==> src/rtl/adc_spi_sequencer.sv <==
// adc_spi_sequencer: runs one ADC conversion over a byte SPI master.
// Sends a command byte and a dummy byte, returns the 12-bit result.
//
// Ports:
//   clk, reset        clock, async active-low reset
//   start, cont_en    single-shot request / continuous mode enable
//   ch_sel            channel for the next conversion
//   spi_done,
//   spi_received      SPI master done flag and received byte
//   spi_transmit,
//   spi_to_send       SPI master transmit request and byte to send
//   cs_n              ADC chip-select, active low
//   sample,
//   sample_ch,
//   sample_valid      result, its channel, one-cycle strobe
//   busy, timeout_err not idle / sticky abort flag
module adc_spi_sequencer #(
  parameter int CS_SETUP_CYC = 2,
  parameter int CS_HOLD_CYC  = 2,
  parameter int CONV_PERIOD  = 1000,
  parameter int TIMEOUT_CYC  = 255
) (
  input  logic        clk,
  input  logic        reset,
  input  logic        start,
  input  logic        cont_en,
  input  logic [2:0]  ch_sel,
  input  logic        spi_done,
  input  logic [7:0]  spi_received,
  output logic        spi_transmit,
  output logic [7:0]  spi_to_send,
  output logic        cs_n,
  output logic [11:0] sample,
  output logic [2:0]  sample_ch,
  output logic        sample_valid,
  output logic        busy,
  output logic        timeout_err
);

  localparam int CMAX = (CS_SETUP_CYC > CS_HOLD_CYC) ?
                        CS_SETUP_CYC : CS_HOLD_CYC;
  localparam int CW = $clog2(CMAX + 1);
  localparam int PW = $clog2(CONV_PERIOD);
  localparam int WW = $clog2(TIMEOUT_CYC + 1);

  typedef enum logic [2:0] {
    IDLE,
    CS_SETUP,
    LOAD,
    XFER,
    RELEASE,
    CS_HOLD,
    DONE
  } state_t;

  state_t        state;
  logic [CW-1:0] cnt;
  logic [PW-1:0] per_cnt;
  logic [WW-1:0] wdog;
  logic          idx;
  logic [2:0]    ch_q;
  logic [3:0]    rx0_lo;
  logic [7:0]    rx1;
  logic          trig;
  logic          wdog_exp;

  assign trig = (state == IDLE) &&
                (start || (cont_en && per_cnt == '0));
  assign wdog_exp = (wdog == WW'(TIMEOUT_CYC - 1));
  assign busy = (state != IDLE);

  always_ff @(posedge clk or negedge reset) begin
    if (!reset) begin
      state        <= IDLE;
      cnt          <= '0;
      per_cnt      <= '0;
      wdog         <= '0;
      idx          <= 1'b0;
      ch_q         <= '0;
      rx0_lo       <= '0;
      rx1          <= '0;
      spi_transmit <= 1'b0;
      spi_to_send  <= '0;
      cs_n         <= 1'b1;
      sample       <= '0;
      sample_ch    <= '0;
      sample_valid <= 1'b0;
      timeout_err  <= 1'b0;
    end else begin
      sample_valid <= 1'b0;

      // Start-to-start period; a late conversion leaves it at 0,
      // so the next trigger fires on the first idle cycle.
      if (!cont_en)
        per_cnt <= '0;
      else if (trig)
        per_cnt <= PW'(CONV_PERIOD - 1);
      else if (per_cnt != '0)
        per_cnt <= per_cnt - 1'b1;

      unique case (state)
        IDLE: begin
          if (trig) begin
            ch_q        <= ch_sel;
            timeout_err <= 1'b0;
            cnt         <= '0;
            idx         <= 1'b0;
            cs_n        <= 1'b0;
            state       <= CS_SETUP;
          end
        end
        CS_SETUP: begin
          if (cnt == CW'(CS_SETUP_CYC - 1)) begin
            spi_to_send <= {1'b1, ch_q, 4'b0000};
            state       <= LOAD;
          end else begin
            cnt <= cnt + 1'b1;
          end
        end
        LOAD: begin
          spi_transmit <= 1'b1;
          wdog         <= '0;
          state        <= XFER;
        end
        XFER: begin
          if (spi_done) begin
            if (idx) rx1 <= spi_received;
            else     rx0_lo <= spi_received[3:0];
            spi_transmit <= 1'b0;
            wdog         <= '0;
            state        <= RELEASE;
          end else if (wdog_exp) begin
            spi_transmit <= 1'b0;
            cs_n         <= 1'b1;
            timeout_err  <= 1'b1;
            state        <= IDLE;
          end else begin
            wdog <= wdog + 1'b1;
          end
        end
        RELEASE: begin
          // Wait for the master to drop done before the next byte.
          if (!spi_done) begin
            if (!idx) begin
              idx         <= 1'b1;
              spi_to_send <= 8'h00;
              state       <= LOAD;
            end else begin
              cnt   <= '0;
              state <= CS_HOLD;
            end
          end else if (wdog_exp) begin
            cs_n        <= 1'b1;
            timeout_err <= 1'b1;
            state       <= IDLE;
          end else begin
            wdog <= wdog + 1'b1;
          end
        end
        CS_HOLD: begin
          if (cnt == CW'(CS_HOLD_CYC - 1)) begin
            cs_n         <= 1'b1;
            sample       <= {rx0_lo, rx1};
            sample_ch    <= ch_q;
            sample_valid <= 1'b1;
            state        <= DONE;
          end else begin
            cnt <= cnt + 1'b1;
          end
        end
        DONE: begin
          state <= IDLE;
        end
        default: begin
          spi_transmit <= 1'b0;
          cs_n         <= 1'b1;
          state        <= IDLE;
        end
      endcase
    end
  end

endmodule

==> config.mk <==
export PLATFORM = sky130hd
export DESIGN_NAME = adc_spi_sequencer
export DESIGN_NICKNAME = d
export VERILOG_FILES = /design/src/rtl/adc_spi_sequencer.sv
export SDC_FILE = /design/constraint.sdc
export NUM_CORES = 1
export LEC_CHECK = 0
export BUFFER_PORTS_ARGS = -buffer_cell sky130_fd_sc_hd__buf_2
export CAP_MARGIN = 0
export CORE_MARGIN = 1
export CORE_UTILIZATION = 60
export DETAILED_ROUTE_END_ITERATION = 12
export GPL_ROUTABILITY_DRIVEN = 1
export PLACE_DENSITY = 0.83
export SETUP_SLACK_MARGIN = 0.1
export SLEW_MARGIN = 10
export SYNTH_ARGS = -nofsm -noshare
export SYNTH_HDL_FRONTEND = slang
export SYNTH_SLANG_ARGS = --single-unit
==> constraint.sdc <==
create_clock -name clk -period 3.1 [get_ports clk]
set_input_delay 0.155 -clock clk [delete_from_list [all_inputs] [get_ports clk]]
set_output_delay 0.155 -clock clk [all_outputs]
set_load 0.01 [all_outputs]
==> reports/metrics.csv, run 1 <==
metric;value;unit
run_status;finished clean;
cts_max_path_buffers;2;
yosysWarnings;0;
ys_ff_latch;62;
synth_seq_area_share;50.1;%
die_y;73.9;um
syn_area;3100;um2
rsz0062_at_grt;no;
ant_nets;0;
startpoint_type;flip-flop;
regToRegStartpoint;state[0];
fin_hold_ws;0.0556;ns
setup_tns;0;ns
setup_viol;0;
numCtsBuffers;9;
cts_tree;built;
critPathBufInv;1;
core_area;4850;um2
hold_start;spi_received[4];
synth_edf_count;0;
port_buffers;39;
instances_no_fill;410;
htree_levels;3;
arrival;2.28;ns
worst_pin_slew;0.768;ns
worst-setup-path-type;flip-flop to flip-flop;
final_area;3510;um2
layout-drive-gt1-share;25.1;%
cap_violations;0;
setup_slack;1.04;ns
place_ws;1.06;ns
p_per_area;948;nW/um2
area_growth;13.3;%
p_leak;1.67;nW
cp_max_fo;23;
yosysUniqueCellTypes;63;
vdd_drop_max;539;uV
fp.dieW;73.9;um
path_clk_slew;0.07;ns
synth.avg_cell_area;10.4;um2
dpl.hpwl;4.20;mm
async_flop_share;100;%
crit_required;3.32;ns
synth_ff_type;dfrtp_1;
finClkSkew;0.0101;ns
drtPass1Iterations;4;
nets;359;
drc;0;
cts-root-buf;clkbuf_8;
worstSkewPairLatency;0.34;ns
drt-initial-drc-count;219;
place_area;3310;um2
numClockSinks;62;
avgViaCountPerCell;5.76;
fmax;485;MHz
cp-startpoint;state[0];
netlist_instances;297;
period_share;66.6;%
relSlewSlack;48.8;%
crit_path_end_kind;flip-flop;
gp_congestion;0.898;
cts_setup_buffers;0;
antenna_found_initial;0;
grt_pass1_wl;10.1;mm
min_period;2.06;ns
path_delay_family;flip-flops;
grt_max_degree;45;
diodes;0;
hold_path.class;input pin to flip-flop;
vias;2362;
boundaryPins;44;
wl_per_cell;14.8;um
fillCellCount;338;
p_total;3.33;mW
grt_pass1_vias;2221;
initial_core_util;63.9;%
finalMaxSlewViolations;0;
fin_util;72.4;%
dp.cells;393;
finalHoldViolCount;0;
path_cells;nor3_4 -> inv_2 -> a311oi_4 -> a2111oi_4 -> mux2_4;
rows;25;
wl;6.08;mm
dieArea;5460;um2
slowest_stage;dfrtp_1;
max_stage_delay;0.67;ns
grtUsageTotal;24.9;%
grt-ovfl-total;0;
## worst reg2reg max path, cell delays in order, from the launching register on
cell and delay (ns):
dfrtp_1 0.67, nor3_4 0.35, inv_2 0.10, a311oi_4 0.38, a2111oi_4 0.12, mux2_4 0.34
## cell families (layout without fill, tap and decap cells)
kind of cell | count (synthesis) | after routing | share of synthesized area [%]
DFF | 62 | 62 | 50.1
xor gates and xnor gates | 4 | 4 | 1.13
AOI/OAI and AO/OA | 63 | 63 | 15.3
and+or+nand+nor | 116 | 116 | 20.3
other | 1 | 4 | 0.121
adders and majority gates | 5 | 5 | 2.02
buffers and inverters | 28 | 71 | 4.56
muxes | 18 | 18 | 6.58
## cell usage after synthesis (4+ instances only)
master,count,area [um2]
nor2b_1,6,37.5
nand2b_1,5,31.3
o22ai_1,4,25.0
a22o_1,5,43.8
nand3_1,7,35.0
mux2_2,15,169
o21ai_0,11,55.1
inv_1,11,41.3
a21oi_1,13,65.1
dfrtp_1,61,1530
clkbuf_1,5,18.8
ha_1,5,62.6
nand2_1,55,206
nor2_1,11,41.3
a31oi_1,4,25.0
buf_4,7,52.6
## area by class of cell
class                   count  area (um2)  area share (%)
well taps                  67        83.8            2.39
clock inverters             6        61.3            1.75
inverters                  13        48.8            1.39
flip-flops and latches     62        1550            44.2
clock buffers              10         128            3.63
multi-input cells         210        1420            40.4
repair buffers             42         220            6.27
## layout by cell type, fill, tap and decap left out, types with 4 or more instances in the layout
cell	netlist	routed
inv_1	11	11
a31oi_1	4	4
mux2_2	15	15
a22o_1	5	5
conb_1	1	4
nand3_1	7	7
ha_1	5	5
nand2_1	55	55
nor2_1	11	11
nand2b_1	5	5
o21ai_0	11	11
o22ai_1	4	4
a21oi_1	13	13
clkbuf_8	0	9
dfrtp_1	61	61
nor2b_1	6	6
buf_2	1	39
## worst paths after layout
path	to	slack (ns)	cells after the start
hold / removal	rx1[4]	0.06	2
min in group asynchronous	state[0]	0.29	2
max in group asynchronous	cs_n	1.92	3
hold reg to reg	sample[7]	0.47	2
setup reg to reg	cnt[0]	1.04	5
setup / recovery	cnt[0]	1.04	5
## flip-flops by register name (all words and copies together) (netlist names)
signal	cells
sample_ch	3
ch_q	3
per_cnt	10
rx1	8
state	3
cnt	2
idx	1
timeout_err	1
sample_valid	1
spi_transmit	1
sample	12
rx0_lo	4
cs_n	1
wdog	8
spi_to_send	4
## per-layer routing
layer | share of wire, % | global-route usage, % | wire, um | vias up
li1 | - | - | - | 1136
met1 | 46 | 34.2 | 2790 | 1163
met2 | 49 | 38.7 | 2970 | 58
met3 | 4.3 | 5.76 | 263 | 5
met4 | 0.90 | 8.55 | 55 | 0
met5 | 0 | 0 | 0 | -
## power breakdown
group          internal [mW]  leakage [nW]  switching (mW)
Sequential              1.11         0.798           0.329
Clock                  0.370        0.0964           0.321
Combinational          0.587         0.779           0.617
## repair_timing
action                                 CTS  global route
hold buffers                             1             0
endpoints found under the hold margin   18             0
resized for setup                        0             0
(Power assumes the default switching activity.)
==> run 2: changes to the inputs <==
--- a/config.mk
+++ b/config.mk
@@ -5,13 +5,14 @@
 export SDC_FILE = /design/constraint.sdc
 export NUM_CORES = 1
 export LEC_CHECK = 0
+export ABC_AREA = 1
 export BUFFER_PORTS_ARGS = -buffer_cell sky130_fd_sc_hd__buf_2
 export CAP_MARGIN = 0
 export CORE_MARGIN = 1
-export CORE_UTILIZATION = 60
+export CORE_UTILIZATION = 51
 export DETAILED_ROUTE_END_ITERATION = 12
 export GPL_ROUTABILITY_DRIVEN = 1
-export PLACE_DENSITY = 0.83
+export PLACE_DENSITY = 0.75
 export SETUP_SLACK_MARGIN = 0.1
 export SLEW_MARGIN = 10
 export SYNTH_ARGS = -nofsm -noshare
==> constraint.sdc (replaced) <==
create_clock -name clk -period 1.66 [get_ports clk]
set_input_delay 0.083 -clock clk [delete_from_list [all_inputs] [get_ports clk]]
set_output_delay 0.083 -clock clk [all_outputs]
set_load 0.01 [all_outputs]
==> run 2 against run 1 <==
Cell count is 30% higher. Clock skew is 0.0012 ns lower. Cell area up 9.9%. Area after synthesis rose by 1.4%. Synthesized cell count rose by 31%. Utilization decreased by 7.3 points. Worst hold slack worse by 0.041 ns. Maximum frequency increased by 35%. Sequential share of layout area shrank 3.9 points. Combinational power rose by 120%. Sequential power increased by 68%. Setup slack worse by 0.91 ns. Critical path type unchanged. Largest cell class unchanged.
==> reports/metrics.csv, run 2 <==
metric;value;unit;change
path_delay_family;simple AND/OR/NAND/NOR gates;;
drtPass1Iterations;4;;unchanged
cts_max_path_buffers;2;;unchanged
wl;6.54;mm;+7.5%
grt_pass1_wl;10.9;mm;+7.6%
nets;472;;+31%
syn_area;3140;um2;+1.4%
async_flop_share;100;%;unchanged
worstSkewPairLatency;0.34;ns;about the same
synth.top_cell.area_share;48.6;%;-0.67 points
path_cells;inv_2 -> ha_4 -> nand2_2 -> nor3_4 -> buf_4 -> nand3_2 -> nand2_4 -> buf_6 -> a21oi_1;;
critPathBufInv;3;;+2
grtUsageTotal;22.5;%;-2.3 points
fmax;652;MHz;+35%
path_clk_slew;0.07;ns;about the same
crit_path_end_kind;flip-flop;;
crit_required;1.88;ns;-1.44 ns
netlist_instances;388;;+31%
fp.dieW;80.5;um;+9.0%
fin_util;65.2;%;-7.3 points
top_register;sample;;
synth.area.top_cells;dfrtp_1, nand2_1, nand3_1;;
dpl.hpwl;4.49;mm;+6.9%
crit_cells;9;;+4
pwr-share-comb;40.5;%;+4.3 points
fin_hold_ws;0.0142;ns;-0.0414 ns
p_int;3.99;mW;+94%
layout_common_cells;nand2_1, dfrtp_1, buf_2, inv_1, nand3_1;;
arrival;1.75;ns;-0.53 ns
yosys.area_share.simple;31.3;%;+11 points
synth_seq_area_share;49.4;%;-0.68 points
power.share.clock;23.0;%;+2.3 points
yosys-top-cells-count;nand2_1, dfrtp_1, inv_1;;
layout_commonest_cell;nand2_1;;
synth_fa_ha_area_share;1.99;%;-0.027 points
yosys.area.top_type;dfrtp_1;;
yosysWarnings;0;;unchanged
rsz0062_at_grt;yes;;
die_y;80.5;um;+9.0%
switching_power;2.64;mW;+110%
ys_ff_latch;62;;unchanged
grt-ovfl-total;0;;unchanged
largest_register_ffs;12;;unchanged
synth_top_family_by_area;simple AND/OR/NAND/NOR gates;;
synth-xor-area-share;2.23;%;+1.1 points
cts_tree;built;;
numCtsBuffers;9;;unchanged
slowest_stage;dfrtp_1;;
worst-setup-path-type;flip-flop to flip-flop;;
reg2reg_depth;9;;+4
drt-initial-drc-count;124;;-43%
dieArea;6480;um2;+19%
holdPathStages;3;;+1
grt_pass1_vias;2447;;+10%
max_stage_delay;0.40;ns;-0.27 ns
setup_viol;0;;unchanged
synth.avg_cell_area;8.10;um2;-22%
cts-root-buf;clkbuf_8;;
synth_compound_area_share;6.81;%;-8.4 points
cp_max_fo;6;;-74%
period_share;92.4;%;+26 points
initial_core_util;53.1;%;-11 points
grt_max_degree;63;;+40%
port_buffers;39;;unchanged
ant_nets;0;;unchanged
vdd_drop_max;1020;uV;+88%
rows;28;;+12%
antenna_found_initial;0;;unchanged
p_total;6.64;mW;+99%
run_status;finished clean;;
finalMaxSlewViolations;0;;unchanged
p_per_area;1720;nW/um2;+81%
synth_ff_type;dfrtp_1;;
numClockSinks;62;;unchanged
core_area;5920;um2;+22%
wl_per_cell;12.3;um;-17%
yosysUniqueCellTypes;31;;-51%
gp_congestion;0.852;;-5.1%
min_period;1.53;ns;-0.530 ns
yosys.cell_count.top_type;nand2_1;;
htree_levels;3;;unchanged
p_sw_share;39.8;%;+1.8 points
finalHoldViolCount;0;;unchanged
boundaryPins;44;;unchanged
pwr-share-seq;36.5;%;-6.6 points
diodes;0;;unchanged
reg_top3;sample (12), per_cnt (10);;
area_growth;22.8;%;
startpoint_type;flip-flop;;
layout-drive-gt1-share;25.7;%;+0.59 points
drc;0;;unchanged
avgViaCountPerCell;4.92;;-15%
finClkSkew;0.00893;ns;-0.00116 ns
vias;2613;;+11%
p_leak;2.08;nW;+24%
synthMuxAreaShare;0;%;-6.6 points
synth_edf_count;0;;unchanged
hold_path.class;input pin to flip-flop;;
cap_violations;0;;unchanged
setup_tns;0;ns;unchanged
==> run 2: cell types whose count changed after synthesis, sizes merged, moves of 11 or more <==
cell	delta
mux2	-16
nor2	+18
o21ai	+11
inv	+30
nand2	+91
nand3	+27
==> run 2: worst paths after layout <==
kind	start	endpoint	slack, ns
worst max register to register	per_cnt[1]	per_cnt[7]	0.13
worst max-delay path	per_cnt[1]	per_cnt[7]	0.13
min in group asynchronous	reset	wdog[3]	0.27
worst min-delay path	spi_received[2]	rx0_lo[2]	0.01
max in group asynchronous	reset	cs_n	1.07
worst min register to register	sample[6]	sample[6]	0.47
==> run 2: power groups by stage <==
stage / Combinational (mW) / Sequential [mW] / Clock [mW]
2_1_floorplan: 1.82 / 2.40 / 0
3_3_place_gp: 2.35 / 2.41 / 0
3_5_place_dp: 2.43 / 2.41 / 0
4_1_cts: 2.45 / 2.40 / 1.56
5_1_grt: 3.04 / 2.49 / 1.64
6_report: 2.69 / 2.42 / 1.53
==> run 2: cell families after synthesis <==
logic type / count (synthesis)
simple gates: 220
flops: 62
buf+inv: 54
compound gates: 38
xor+xnor: 8
fa+ha+maj: 5
other cells: 1
==> run 2: metrics by stage <==
stage | instances | setup WS (ns) | area [um2]
after floorplan | 391 | 0.193 | 3150
after global routing | 531 | 0.0293 | 3860
after global placement | 499 | 0.173 | 3400
final | 531 | 0.126 | 3860
after CTS | 524 | 0.102 | 3720
after detailed placement | 499 | 0.112 | 3400
==> run 2: area by class of cell <==
class	instances	area, um2
inverters	43	166
repair buffers	60	392
clock buffers	11	151
flip-flops and latches	62	1550
clock inverters	5	81.3
well taps	75	93.8
fillers	486	2060
multi-input cells	275	1420
==> run 2: layer usage <==
| metal | global-route usage, % | vias to the layer above | wire, um |
|---|---|---|---|
| met1 | 28.2 | 1201 | 2970 |
| met2 | 35.9 | 57 | 3220 |
| met5 | 0 | - | 0 |
| met4 | 11.1 | 0 | 110 |
| met3 | 5.80 | 10 | 243 |
| li1 | - | 1345 | - |
==> run 2: timing repair <==
| item | in CTS | in global routing |
|---|---|---|
| buffers inserted | 0 | 7 |
| hold endpoints to repair | 69 | 0 |
| endpoints found under the setup margin | 0 | 43 |
| hold buffers | 9 | 0 |
| gates resized for setup | 0 | 28 |
==> run 2: worst register-to-register path: stages (launching register included) <==
cell and delay (ns):
dfrtp_1 0.40, inv_2 0.09, ha_4 0.14, nand2_2 0.06, nor3_4 0.22, buf_4 0.15, nand3_2 0.09, nand2_4 0.13
buf_6 0.11, a21oi_1 0.03
